<file path="config.mk">
export PLATFORM = sky130hd
export DESIGN_NAME = alu_arbiter
export DESIGN_NICKNAME = d
export VERILOG_FILES = /design/src/rtl/alu_arbiter.sv
export SDC_FILE = /design/constraint.sdc
export NUM_CORES = 1
export LEC_CHECK = 0
export BUFFER_PORTS_ARGS = -buffer_cell sky130_fd_sc_hd__buf_4
export CAP_MARGIN = 20
export CELL_PAD_IN_SITES_DETAIL_PLACEMENT = 0
export CELL_PAD_IN_SITES_GLOBAL_PLACEMENT = 2
export CORE_AREA = 2 2 83 144
export CTS_CLUSTER_DIAMETER = 100
export DETAILED_ROUTE_END_ITERATION = 10
export DIE_AREA = 0 0 85 146
export GPL_TIMING_DRIVEN = 0
export PLACE_DENSITY_LB_ADDON = 0.1
export RECOVER_POWER = 25
export REMOVE_ABC_BUFFERS = 1
export SYNTH_ARGS = -nofsm -noshare
export SYNTH_HDL_FRONTEND = slang
export SYNTH_SLANG_ARGS = --single-unit
</file>
<file path="constraint.sdc">
create_clock -name clk -period 1.5 [get_ports clk]
set_input_delay 0.3 -clock clk [delete_from_list [all_inputs] [get_ports clk]]
set_output_delay 0.3 -clock clk [all_outputs]
set_load 0.05 [all_outputs]
</file>
<file path="src/rtl/alu_arbiter.sv">
// -----------------------------------------------------------------------------
// alu_arbiter
//
// Purpose:
//   Lets two requesters share one combinational ALU. Each requester offers one
//   operation at a time over a valid/ready handshake. The arbiter grants the
//   ALU round-robin, registers the winner's operands and select onto the ALU
//   inputs, and gives the ALU one full cycle to settle. It then captures the
//   result and carry and returns them to the winner with a one-cycle response
//   strobe. Each operation takes three cycles (IDLE -> EXEC -> RESP).
//
// Ports:
//   clk, rst_n                 clock and asynchronous active-low reset
//   req0_valid / req1_valid    requester N has an operation pending
//   req0_ready / req1_ready    requester N's operation is accepted this cycle
//   req0_a, req0_b, req0_sel   operands and ALU select of requester 0
//   req1_a, req1_b, req1_sel   operands and ALU select of requester 1
//   alu_a, alu_b, alu_sel      registered operands and select to the ALU
//   alu_out, alu_carry         combinational ALU result and carry-out
//   resp0_valid / resp1_valid  one-cycle strobe, result belongs to requester N
//   resp_data, resp_carry      captured ALU result and carry
//   busy                       an operation is in flight (state is not IDLE)
// -----------------------------------------------------------------------------
module alu_arbiter #(
  parameter int WIDTH = 16,
  parameter int SELW  = 4
) (
  input  logic             clk,
  input  logic             rst_n,

  input  logic             req0_valid,
  output logic             req0_ready,
  input  logic [WIDTH-1:0] req0_a,
  input  logic [WIDTH-1:0] req0_b,
  input  logic [SELW-1:0]  req0_sel,

  input  logic             req1_valid,
  output logic             req1_ready,
  input  logic [WIDTH-1:0] req1_a,
  input  logic [WIDTH-1:0] req1_b,
  input  logic [SELW-1:0]  req1_sel,

  output logic [WIDTH-1:0] alu_a,
  output logic [WIDTH-1:0] alu_b,
  output logic [SELW-1:0]  alu_sel,
  input  logic [WIDTH-1:0] alu_out,
  input  logic             alu_carry,

  output logic             resp0_valid,
  output logic             resp1_valid,
  output logic [WIDTH-1:0] resp_data,
  output logic             resp_carry,
  output logic             busy
);

  localparam logic [1:0] IDLE = 2'd0;
  localparam logic [1:0] EXEC = 2'd1;
  localparam logic [1:0] RESP = 2'd2;

  logic [1:0] state;
  logic [1:0] state_next;
  logic       last_grant;
  logic       owner;
  logic       grant;
  logic       any_valid;
  logic       accept;

  // Grant selection. A lone requester always wins. On a tie the requester
  // that did not win last time wins, so both requesters alternate under load.
  // grant is only meaningful while any_valid is high.
  always_comb begin
    any_valid = req0_valid | req1_valid;
    if (req0_valid && req1_valid) begin
      grant = ~last_grant;
    end else begin
      grant = req1_valid;
    end
  end

  // Ready is offered only in IDLE, and only to the granted requester. Because
  // grant picks exactly one requester, at most one ready is high at a time.
  assign accept     = (state == IDLE) && any_valid;
  assign req0_ready = accept && req0_valid && !grant;
  assign req1_ready = accept && req1_valid &&  grant;

  // Next-state logic. Every operation spends exactly one cycle in EXEC,
  // waiting for the ALU, and one cycle in RESP, returning the result.
  always_comb begin
    state_next = state;
    case (state)
      IDLE:    if (accept) state_next = EXEC;
      EXEC:    state_next = RESP;
      RESP:    state_next = IDLE;
      default: state_next = IDLE;
    endcase
  end

  always_ff @(posedge clk or negedge rst_n) begin
    if (!rst_n) begin
      state <= IDLE;
    end else begin
      state <= state_next;
    end
  end

  // Acceptance: register the winner's operation onto the ALU inputs and note
  // who owns it. The ALU inputs are not cleared afterwards. They keep their
  // values until the next acceptance, which keeps the ALU inputs quiet.
  // last_grant resets to 1 so that requester 0 wins the first tie.
  always_ff @(posedge clk or negedge rst_n) begin
    if (!rst_n) begin
      alu_a      <= '0;
      alu_b      <= '0;
      alu_sel    <= '0;
      last_grant <= 1'b1;
      owner      <= 1'b0;
    end else if (accept) begin
      alu_a      <= grant ? req1_a   : req0_a;
      alu_b      <= grant ? req1_b   : req0_b;
      alu_sel    <= grant ? req1_sel : req0_sel;
      last_grant <= grant;
      owner      <= grant;
    end
  end

  // Result capture at the end of the EXEC cycle. The ALU has had a full cycle
  // to settle on the registered inputs. The captured values hold until the
  // next operation's capture.
  always_ff @(posedge clk or negedge rst_n) begin
    if (!rst_n) begin
      resp_data  <= '0;
      resp_carry <= 1'b0;
    end else if (state == EXEC) begin
      resp_data  <= alu_out;
      resp_carry <= alu_carry;
    end
  end

  // The response strobes decode directly from the RESP state, so they last
  // exactly one cycle and go only to the owner. A reset during EXEC or RESP
  // forces IDLE, which drops the in-flight operation without any strobe.
  assign resp0_valid = (state == RESP) && !owner;
  assign resp1_valid = (state == RESP) &&  owner;
  assign busy        = (state != IDLE);

endmodule

</file>
==> run metrics, run 1 <==
Comb pwr share 0.588; final net count between 400 and 500; Clock Pin Slew Worst Setup and Hold Paths approximately 0.05 ns; DRC violation count after routing 0; CP Buf/Inv Count 1; Ports around 150; First-pass DRT Iterations 4; largest net degree at the start of global routing 58; TNS Setup -4.249 ns; max_cap viols 0; sequential power share 0.238; worst-case reg-to-reg path depth 4; Worst Clk Skew 0.006061 ns; arrival time at the worst endpoint 1.37 ns; fin util 0.4034; Worst Hold Launch alu_out[15]; Worst-Margin Slew around 1.3 ns; vias a little over 2000; crit path max-delay cell type dfstp_2; sw frac 0.4465; port bufs 150; internal power between 6000 and 7000 uW; CTS tree done; dpl hpwl ~5200 microns; Hold Crit Depth 2; Hold WC Path Type input pin to flop; Seq cells post-synth 57; LEAKAGE between 0.002 and 0.0025 uW; Clock Latency Late Sink 0.32 ns; final-report hold violation count 0; Overflow after GRT 0; core box area roughly 11000 sq um; initial DRC count 38; WL/cell between 15 and 20 microns; Worst VDD drop 0.001063 V; FMAX roughly 0.6 GHz; Critical Path Sink Type output pin; kind of cell adding the most delay to the critical path flip-flops; P&R area growth vs syn 70.70%; Max Root-Sink Buffers 2; Finished Layout Cells about 470; initial antenna violation count 0; Root Driver clkbuf_16; number of library cell types mapped by synthesis 17; DP Area 3884 sq um; critical path launch point type flop; P per Cell Area roughly 2600 nW/um^2; Filler cells around 1100; number of H-tree levels 3; vias in the first global route 2371; R2R Setup Slk -0.15 ns; clk sink count 57; Finished Cell Area around 4500 sq um; critical path type flop to output pin; cell count after placement 444; Die ar. around 12000 sq um; Worst Hold End resp_data[15]$_DFFE_PN0N_; Die Y about 150 microns; antenna viol nets, final 0; Reg2Reg Launch Point last_grant$_DFFE_PN1P_; n_diodes 0; post-synthesis sequential area ratio 0.5410; yosys warns 0; Syn Inst Count approximately 170; CP required ~1.2 ns; leading cell type in the layout, fill and taps excluded buf_4; setup violators final 38; switching power 5273 uW; crit path time final 1.670 ns; total track usage 0.1347; Final Cycle Share 1.113; final worst slack -0.1698 ns; syn_area_per_cell between 15 and 20 sq um; Die Wd 85 microns; row count 51; overall power about 12000 uW; critical path, cell by cell a21bo_4 > and3_4 > buf_8; share of layout cells above drive strength 1 0.8187; RSZ-0062 raised after global routing true; Vias/cell between 4 and 5; Crit Reg-Reg Endpoint alu_b[10]$_DFFE_PN0P_; worst stage delay on the critical path about 0.58 ns; total wire length 8062 microns; crit-path max FO 4; CTS Buf Count 9; Clk network pwr share 0.174; Relative slew margins 0.1125; initial core utilization 0.2363; most frequent cells in the layout buf_4, dfrtp_1, mux2_2; mapped cell area 2639 sq um; run status finished with violations; failing checks setup timing; routability cong. between 0.6 and 0.7; max-slew violations 0; first-pass GRT wire length between 10000 and 15000 microns
-- worst max-delay path by stage --
stage | from | endpoint | slack, ns | cells after the start
3_3_place_gp | state[0]$_DFFE_PN0P_ | alu_b[14]$_DFFE_PN0P_ | -1.34 | 3
2_1_floorplan | state[0]$_DFFE_PN0P_ | alu_a[0]$_DFFE_PN0P_ | -0.65 | 3
3_5_place_dp | last_grant$_DFFE_PN1P_ | alu_b[10]$_DFFE_PN0P_ | -0.79 | 3
6_report | last_grant$_DFFE_PN1P_ | req0_ready | -0.17 | 3
5_1_grt | last_grant$_DFFE_PN1P_ | req0_ready | -0.21 | 3
4_1_cts | last_grant$_DFFE_PN1P_ | req0_ready | -0.21 | 3
-- cell families after synthesis --
family	synth area share
muxes	0.3997
buffers and inverters	0.02987
DFF	0.5410
and+or+nand+nor	0.01470
AOI/OAI and AO/OA	0.01470
-- Yosys cell counts --
master | instances | area (sq um)
o21a_1 | 1 | 7.510
buf_4 | 2 | 15.01
mux2_2 | 75 | 844.6
dfrtp_1 | 56 | 1401
o21ai_0 | 1 | 5.000
a21bo_2 | 2 | 20.02
o22ai_1 | 1 | 6.260
inv_1 | 3 | 11.26
nand2b_1 | 1 | 6.260
dfstp_2 | 1 | 26.28
buf_2 | 6 | 30.03
mux2_4 | 14 | 210.2
nand2_1 | 1 | 3.750
and3_1 | 1 | 6.260
buf_6 | 2 | 22.52
nor3b_1 | 2 | 15.01
nor2_1 | 2 | 7.510
-- worst reg2reg max path: stages (launching register included) --
cell and delay [ns]:
dfstp_2 0.58, a21bo_4 0.15, buf_4 0.18, mux2_2 0.37
mux2_2 0.26
-- metrics by stage --
step | setup slack, ns | hold WS, ns
2_1_floorplan | -0.6469 | 0.004409
3_3_place_gp | -1.344 | 0.4454
3_5_place_dp | -0.7888 | 0.4396
4_1_cts | -0.2105 | 0.08658
5_1_grt | -0.2128 | 0.1865
6_report | -0.1698 | 0.2053
-- power groups by stage --
stage	Clock, uW	Sequential, uW	Combinational (uW)
2_1_floorplan	0	5350	1880
3_3_place_gp	0	2750	6460
3_5_place_dp	0	2770	6490
4_1_cts	2130	2820	7000
5_1_grt	2210	2940	7280
6_report	2060	2810	6940
-- sequential cells by signal (all words and copies together), names as in the netlist --
signal	flops
alu_sel	4
alu_b	16
owner	1
resp_carry	1
alu_a	16
state	2
last_grant	1
resp_data	16
-- routing by layer --
metal / global-route usage / up-vias / share of wire
li1: - / 950 / -
met1: 0.1441 / 1002 / 0.37
met2: 0.2379 / 100 / 0.54
met3: 0.04708 / 8 / 0.078
met4: 0.05238 / 0 / 0.015
met5: 0 / - / 0
-- repair_timing --
item | 4_1_cts | 5_1_grt
hold buffers | 0 | 0
pin swaps | 4 | 6
buffers inserted | 11 | 0
gates cloned | 3 | 0
gates resized for setup | 38 | 6
endpoints found under the setup margin | 59 | 41
-- cell type report --
type | instances | area (sq um) | area share
multi-input cells | 104 | 1309 | 0.2906
inverters | 3 | 11.26 | 0.002500
flip-flops and latches | 57 | 1429 | 0.3172
well taps | 132 | 165.2 | 0.03667
clock inverters | 3 | 40.04 | 0.008889
clock buffers | 13 | 260.3 | 0.05778
repair buffers | 162 | 1290 | 0.2864
Note: power is estimated with default switching activity, not from simulation.
==> run 2: changes to the inputs <==
CORE_AREA = 2 2 114 105   (was 2 2 83 144)
DIE_AREA = 0 0 116 107   (was 0 0 85 146)
==> run metrics, run 2 (synthesis results as in run 1) <==
Max Root-Sink Buffers 2; overall power between 10000 and 15000 uW; Clock Pin Slew Worst Setup and Hold Paths 0.05 ns; DRC violation count after routing 0; share of layout cells above drive strength 1 0.8171; final worst slack -0.1940 ns; first-pass GRT wire length 11560 microns; core box area around 11000 sq um; vias in the first global route 2151; Largest regs alu_a x16, alu_b x16, resp_data x16; P&R area growth vs syn 69.23%; LEAKAGE around 0.0021 uW; critical path, cell by cell buf_12 > a21bo_4 > clkbuf_16 > mux2_4 > mux2_4; vias 1997; most frequent cells in the layout buf_4, mux2_2, dfrtp_1; critical path launch point type flop; M3 GR Usage 0.04522; FMAX 0.5903 GHz; failing checks setup timing; First-pass DRT Iterations 3; final net count ~430; Finished Cell Area around 4500 sq um; max-slew violations 0; dpl hpwl 4899 microns; CTS Buf Count 9; Clock Latency Late Sink 0.32 ns; run status finished with violations; Finished Layout Cells 495; initial antenna violation count 0; total track usage 0.1261; CTS tree done; Die Wd approximately 120 microns; arrival time at the worst endpoint between 1.5 and 2 ns; Critical Path Sink Type flop; CP required 1.71 ns; GR met2 Demand/Resource 0.2193; Worst Clk Skew between 0.004 and 0.005 ns; WL/cell 15.28 microns; kind of cell adding the most delay to the critical path flip-flops; clk sink count 57; most used routing layer met2; crit path time final 1.694 ns; routability cong. about 0.63; setup violators final 38; GR Util met1 0.1412; crit-path max FO 7; RSZ-0062 raised after global routing true; initial core utilization 0.2355; worst stage delay on the critical path 0.58 ns; largest net degree at the start of global routing 58; final-report hold violation count 0; critical path type flop to flop; leading cell type in the layout, fill and taps excluded buf_4; number of H-tree levels 3; n_diodes 0; Ports between 150 and 200; Root Driver clkbuf_16; Relative slew margins 0.1169; antenna viol nets, final 0; Final Cycle Share 1.129; CP Buf/Inv Count 2; port bufs 150; cell count after placement 468; cts hold-fix bufs 0; P per Cell Area around 2600 nW/um^2; Hold WC Path Type input pin to flop; initial DRC count 56; Worst-Margin Slew 1.325 ns; TNS Setup -5.967 ns; Die Y 107 microns; Die ar. approximately 12000 sq um; Overflow after GRT 0; Vias/cell a little over 4; Worst VDD drop ~0.00095 V; DP Area between 3000 and 4000 sq um; total wire length 7562 microns; max_cap viols 0; Crit path top cell by count mux2_4; crit path max-delay cell type dfstp_2; row count 37; Hold Slack 0.2021 ns
## run 2: cell count changes in the layout (fill, tap and decap cells not counted), sizes merged
cell,delta
bufinv,-1
a21bo,-1
clkbuf,+2
buf,-3
## run 2: repair_timing
action	CTS	global route
setup buffers	7	1
cloned	2	1
setup endpoints to repair	58	41
resized for setup	15	15
pin swaps	5	3
## run 2: path summary, 6_finish.rpt
kind	start	end	slack, ns	depth (start not counted)
worst max-delay path	last_grant$_DFFE_PN1P_	alu_a[10]$_DFFE_PN0P_	-0.19	5
min in group asynchronous	rst_n	alu_b[11]$_DFFE_PN0P_	0.29	1
worst max register to register	last_grant$_DFFE_PN1P_	alu_a[10]$_DFFE_PN0P_	-0.19	5
worst min-delay path	alu_out[13]	resp_data[13]$_DFFE_PN0N_	0.20	2
worst min register to register	alu_a[12]$_DFFE_PN0P_	alu_a[12]$_DFFE_PN0P_	0.50	1
max in group asynchronous	rst_n	state[0]$_DFFE_PN0P_	0.33	1
## run 2: metrics by stage
stage / setup slack (ns) / utilization
global placement: -1.346 / 0.3474
CTS: -0.1984 / 0.3908
floorplan: -0.6469 / -
finish: -0.1940 / 0.3986
global route: -0.2364 / 0.3986
detailed placement: -0.7393 / 0.3493
## run 2: report_power, final
group	switching [uW]	internal (uW)	total, uW
registers	441	2360	2800
logic	4090	2730	6820
clock network	694	1290	1990
total	5230	6380	11600
## run 2: worst register-to-register path: stages, from the launching register on
cell and delay (ns):
dfstp_2 0.58, buf_12 0.12, a21bo_4 0.16, clkbuf_16 0.17, mux2_4 0.30, mux2_4 0.25
## run 2: layout make-up
| class | count | area [sq um] |
|---|---|---|
| fill | 1089 | 6738 |
| sequential | 57 | 1429 |
| timing repair buffer | 160 | 1292 |
| multi-input combinational | 103 | 1244 |
| clock buffer | 14 | 284.0 |
| tap | 156 | 195.2 |
| inverter | 3 | 11.26 |
| clock inverter | 2 | 10.01 |
## run 2: routing by layer
layer	part of all wire	up-vias	wire, microns
met2	0.54	58	4069
met4	0.015	0	110
met3	0.059	9	443
met5	0	-	0
li1	-	942	-
met1	0.39	988	2938
==> run 3: changes to the inputs <==
ABC_AREA = 1   (was default)
CORE_AREA = 2 2 127 117   (was 2 2 114 105)
DIE_AREA = 0 0 129 119   (was 0 0 116 107)
==> run metrics, run 3 <==
run status finished with violations; failing checks setup timing; synth cell count leaders nand2_1, inv_1, nand3_1; Finished Layout Cells approximately 760; switching power a little under 6000 uW; overall power roughly 11000 uW; setup violators final 3; LEAKAGE 0.002690 uW; final worst slack -0.1657 ns; number of H-tree levels 3; Ports approximately 150; routability cong. approximately 0.67; yosys warns 0; share of layout cells above drive strength 1 0.3411; Syn Inst Count 400; antenna viol nets, final 0; crit path time final 1.666 ns; Clock Pin Slew Worst Setup and Hold Paths 0.05 ns; WL/cell 14.28 microns; final net count about 650; n_diodes 0; critical path type flop to output pin; P&R area growth vs syn 59.15%; dpl hpwl ~6000 microns; First-pass DRT Iterations 4; DRC violation count after routing 0; crit path max-delay cell type dfstp_2; internal power about 5600 uW; leading cell type in the layout, fill and taps excluded nand2_1; cell count after placement ~730; Worst Clk Skew a little under 0.007 ns; initial antenna violation count 0; Max Root-Sink Buffers 2; final-report hold violation count 0; total wire length approximately 11000 microns; Comb pwr share 0.578; Worst VDD drop 0.0006522 V; post-synthesis sequential area ratio 0.4937; top_reg_cell synth dfrtp_1; CTS tree done; most frequent cells in the layout nand2_1, buf_4, inv_1; largest net degree at the start of global routing 58; total track usage 0.1487; Crit path top cell by count nand2_8; Root Driver clkbuf_16; first-pass GRT wire length between 15000 and 20000 microns; sequential power share 0.244; critical path launch point type flop; number of library cell types mapped by synthesis 16; Die Wd 129 microns; kind of cell adding the most delay to the critical path flip-flops; count leader, synth nand2_1; Seq cells post-synth 57; Worst-Margin Slew 1.387 ns; cell taking the most area after synthesis dfrtp_1; Yosys top cell area share 0.4846; core box area 14240 sq um; Die ar. between 15000 and 20000 sq um; Overflow after GRT 0; Clock Latency Late Sink 0.33 ns; Die Y between 100 and 150 microns; Clk network pwr share 0.178; syn_area_per_cell 7.229 sq um; CTS Buf Count 9; Filler cells about 1600; port bufs 150; mapped cell area slightly below 3000 sq um; Critical Path Sink Type output pin; Placement Setup Slack -1.396 ns; CP required between 1 and 1.5 ns; Largest regs alu_a x16, alu_b x16, resp_data x16; clk sink count between 50 and 60; arrival time at the worst endpoint around 1.4 ns; Relative slew margins 0.07563; crit-path max FO 4; initial DRC count between 100 and 150; Hold WC Path Type input pin to flop; vias 2980; worst stage delay on the critical path 0.58 ns; vias in the first global route 2928; Final Cycle Share 1.110; P per Cell Area 2466 nW/um^2; max-slew violations 0; CP Buf/Inv Count 1; ys async rst share 1.000; critical path, cell by cell nand2_8 > nand2_8 > nand2_2 > nor2_2 > buf_6; FMAX 0.6003 GHz; initial core utilization 0.2030; Vias/cell around 3.9; EDFF count, synth 0; sw frac 0.5095; row count 42; fin util 0.3231; largest cells by area after synthesis dfrtp_1, nand2_1, nand3_1, inv_1, buf_6; RSZ-0062 raised after global routing true; max_cap viols 0
[run 3: worst paths after layout]
check | start | end | slack [ns] | cells after the start
max in group asynchronous | rst_n | alu_b[3]$_DFFE_PN0P_ | 0.35 | 1
worst min register to register | alu_b[1]$_DFFE_PN0P_ | alu_b[1]$_DFFE_PN0P_ | 0.48 | 2
worst min-delay path | alu_carry | resp_carry$_DFFE_PN0N_ | 0.17 | 3
worst max-delay path | last_grant$_DFFE_PN1P_ | req0_ready | -0.17 | 5
min in group asynchronous | rst_n | resp_data[1]$_DFFE_PN0N_ | 0.31 | 1
worst max register to register | last_grant$_DFFE_PN1P_ | alu_b[3]$_DFFE_PN0P_ | 0 | 6
[run 3: repair_timing]
action | CTS | global route
buffers inserted | 8 | 2
gates resized for setup | 10 | 6
pin swaps | 5 | 3
endpoints found under the setup margin | 41 | 43
hold buffers | 0 | 0
gates cloned | 4 | 0
[run 3: power groups by stage]
stage          sequential [uW]  clock, uW  combinational [uW]
3_3_place_gp              2760          0                6180
5_1_grt                   2860       2180                7060
6_report                  2770       2020                6560
2_1_floorplan             5220          0                1590
4_1_cts                   2770       2100                6610
3_5_place_dp              2770          0                6200
[run 3: area by class of cell]
type | instances | area [sq um] | area share
repair buffers | 160 | 1222 | 0.2656
flip-flops and latches | 57 | 1428 | 0.3102
multi-input cells | 249 | 1119 | 0.2431
well taps | 198 | 247.7 | 0.05383
clock inverters | 3 | 40.04 | 0.008700
inverters | 78 | 295.3 | 0.06417
clock buffers | 13 | 250.2 | 0.05438
[run 3: per-stage QoR]
stage          instance area, sq um  TNS [ns]  hold slack [ns]
2_1_floorplan                  2749    -16.78         0.004409
3_3_place_gp                   4123    -59.85           0.4552
3_5_place_dp                   4125    -55.03           0.4520
4_1_cts                        4571    -4.531          0.09965
5_1_grt                        4602    -3.378           0.1571
6_report                       4602   -0.2359           0.1675
[run 3: cells by family after synthesis]
family / synth area share
simple gates: 0.3540
buf+inv: 0.1506
flops: 0.4937
compound gates: 0.001729
[run 3: layer usage]
layer / routed length [microns] / track usage
met5: 0 / 0
met4: 144 / 0.04280
met3: 570 / 0.03953
met2: 5025 / 0.2364
met1: 5086 / 0.1984
[run 3: worst min-delay path: stages]
cell     delay [ns]
buf_4          0.08
nand2_1        0.04
nand2_1        0.04
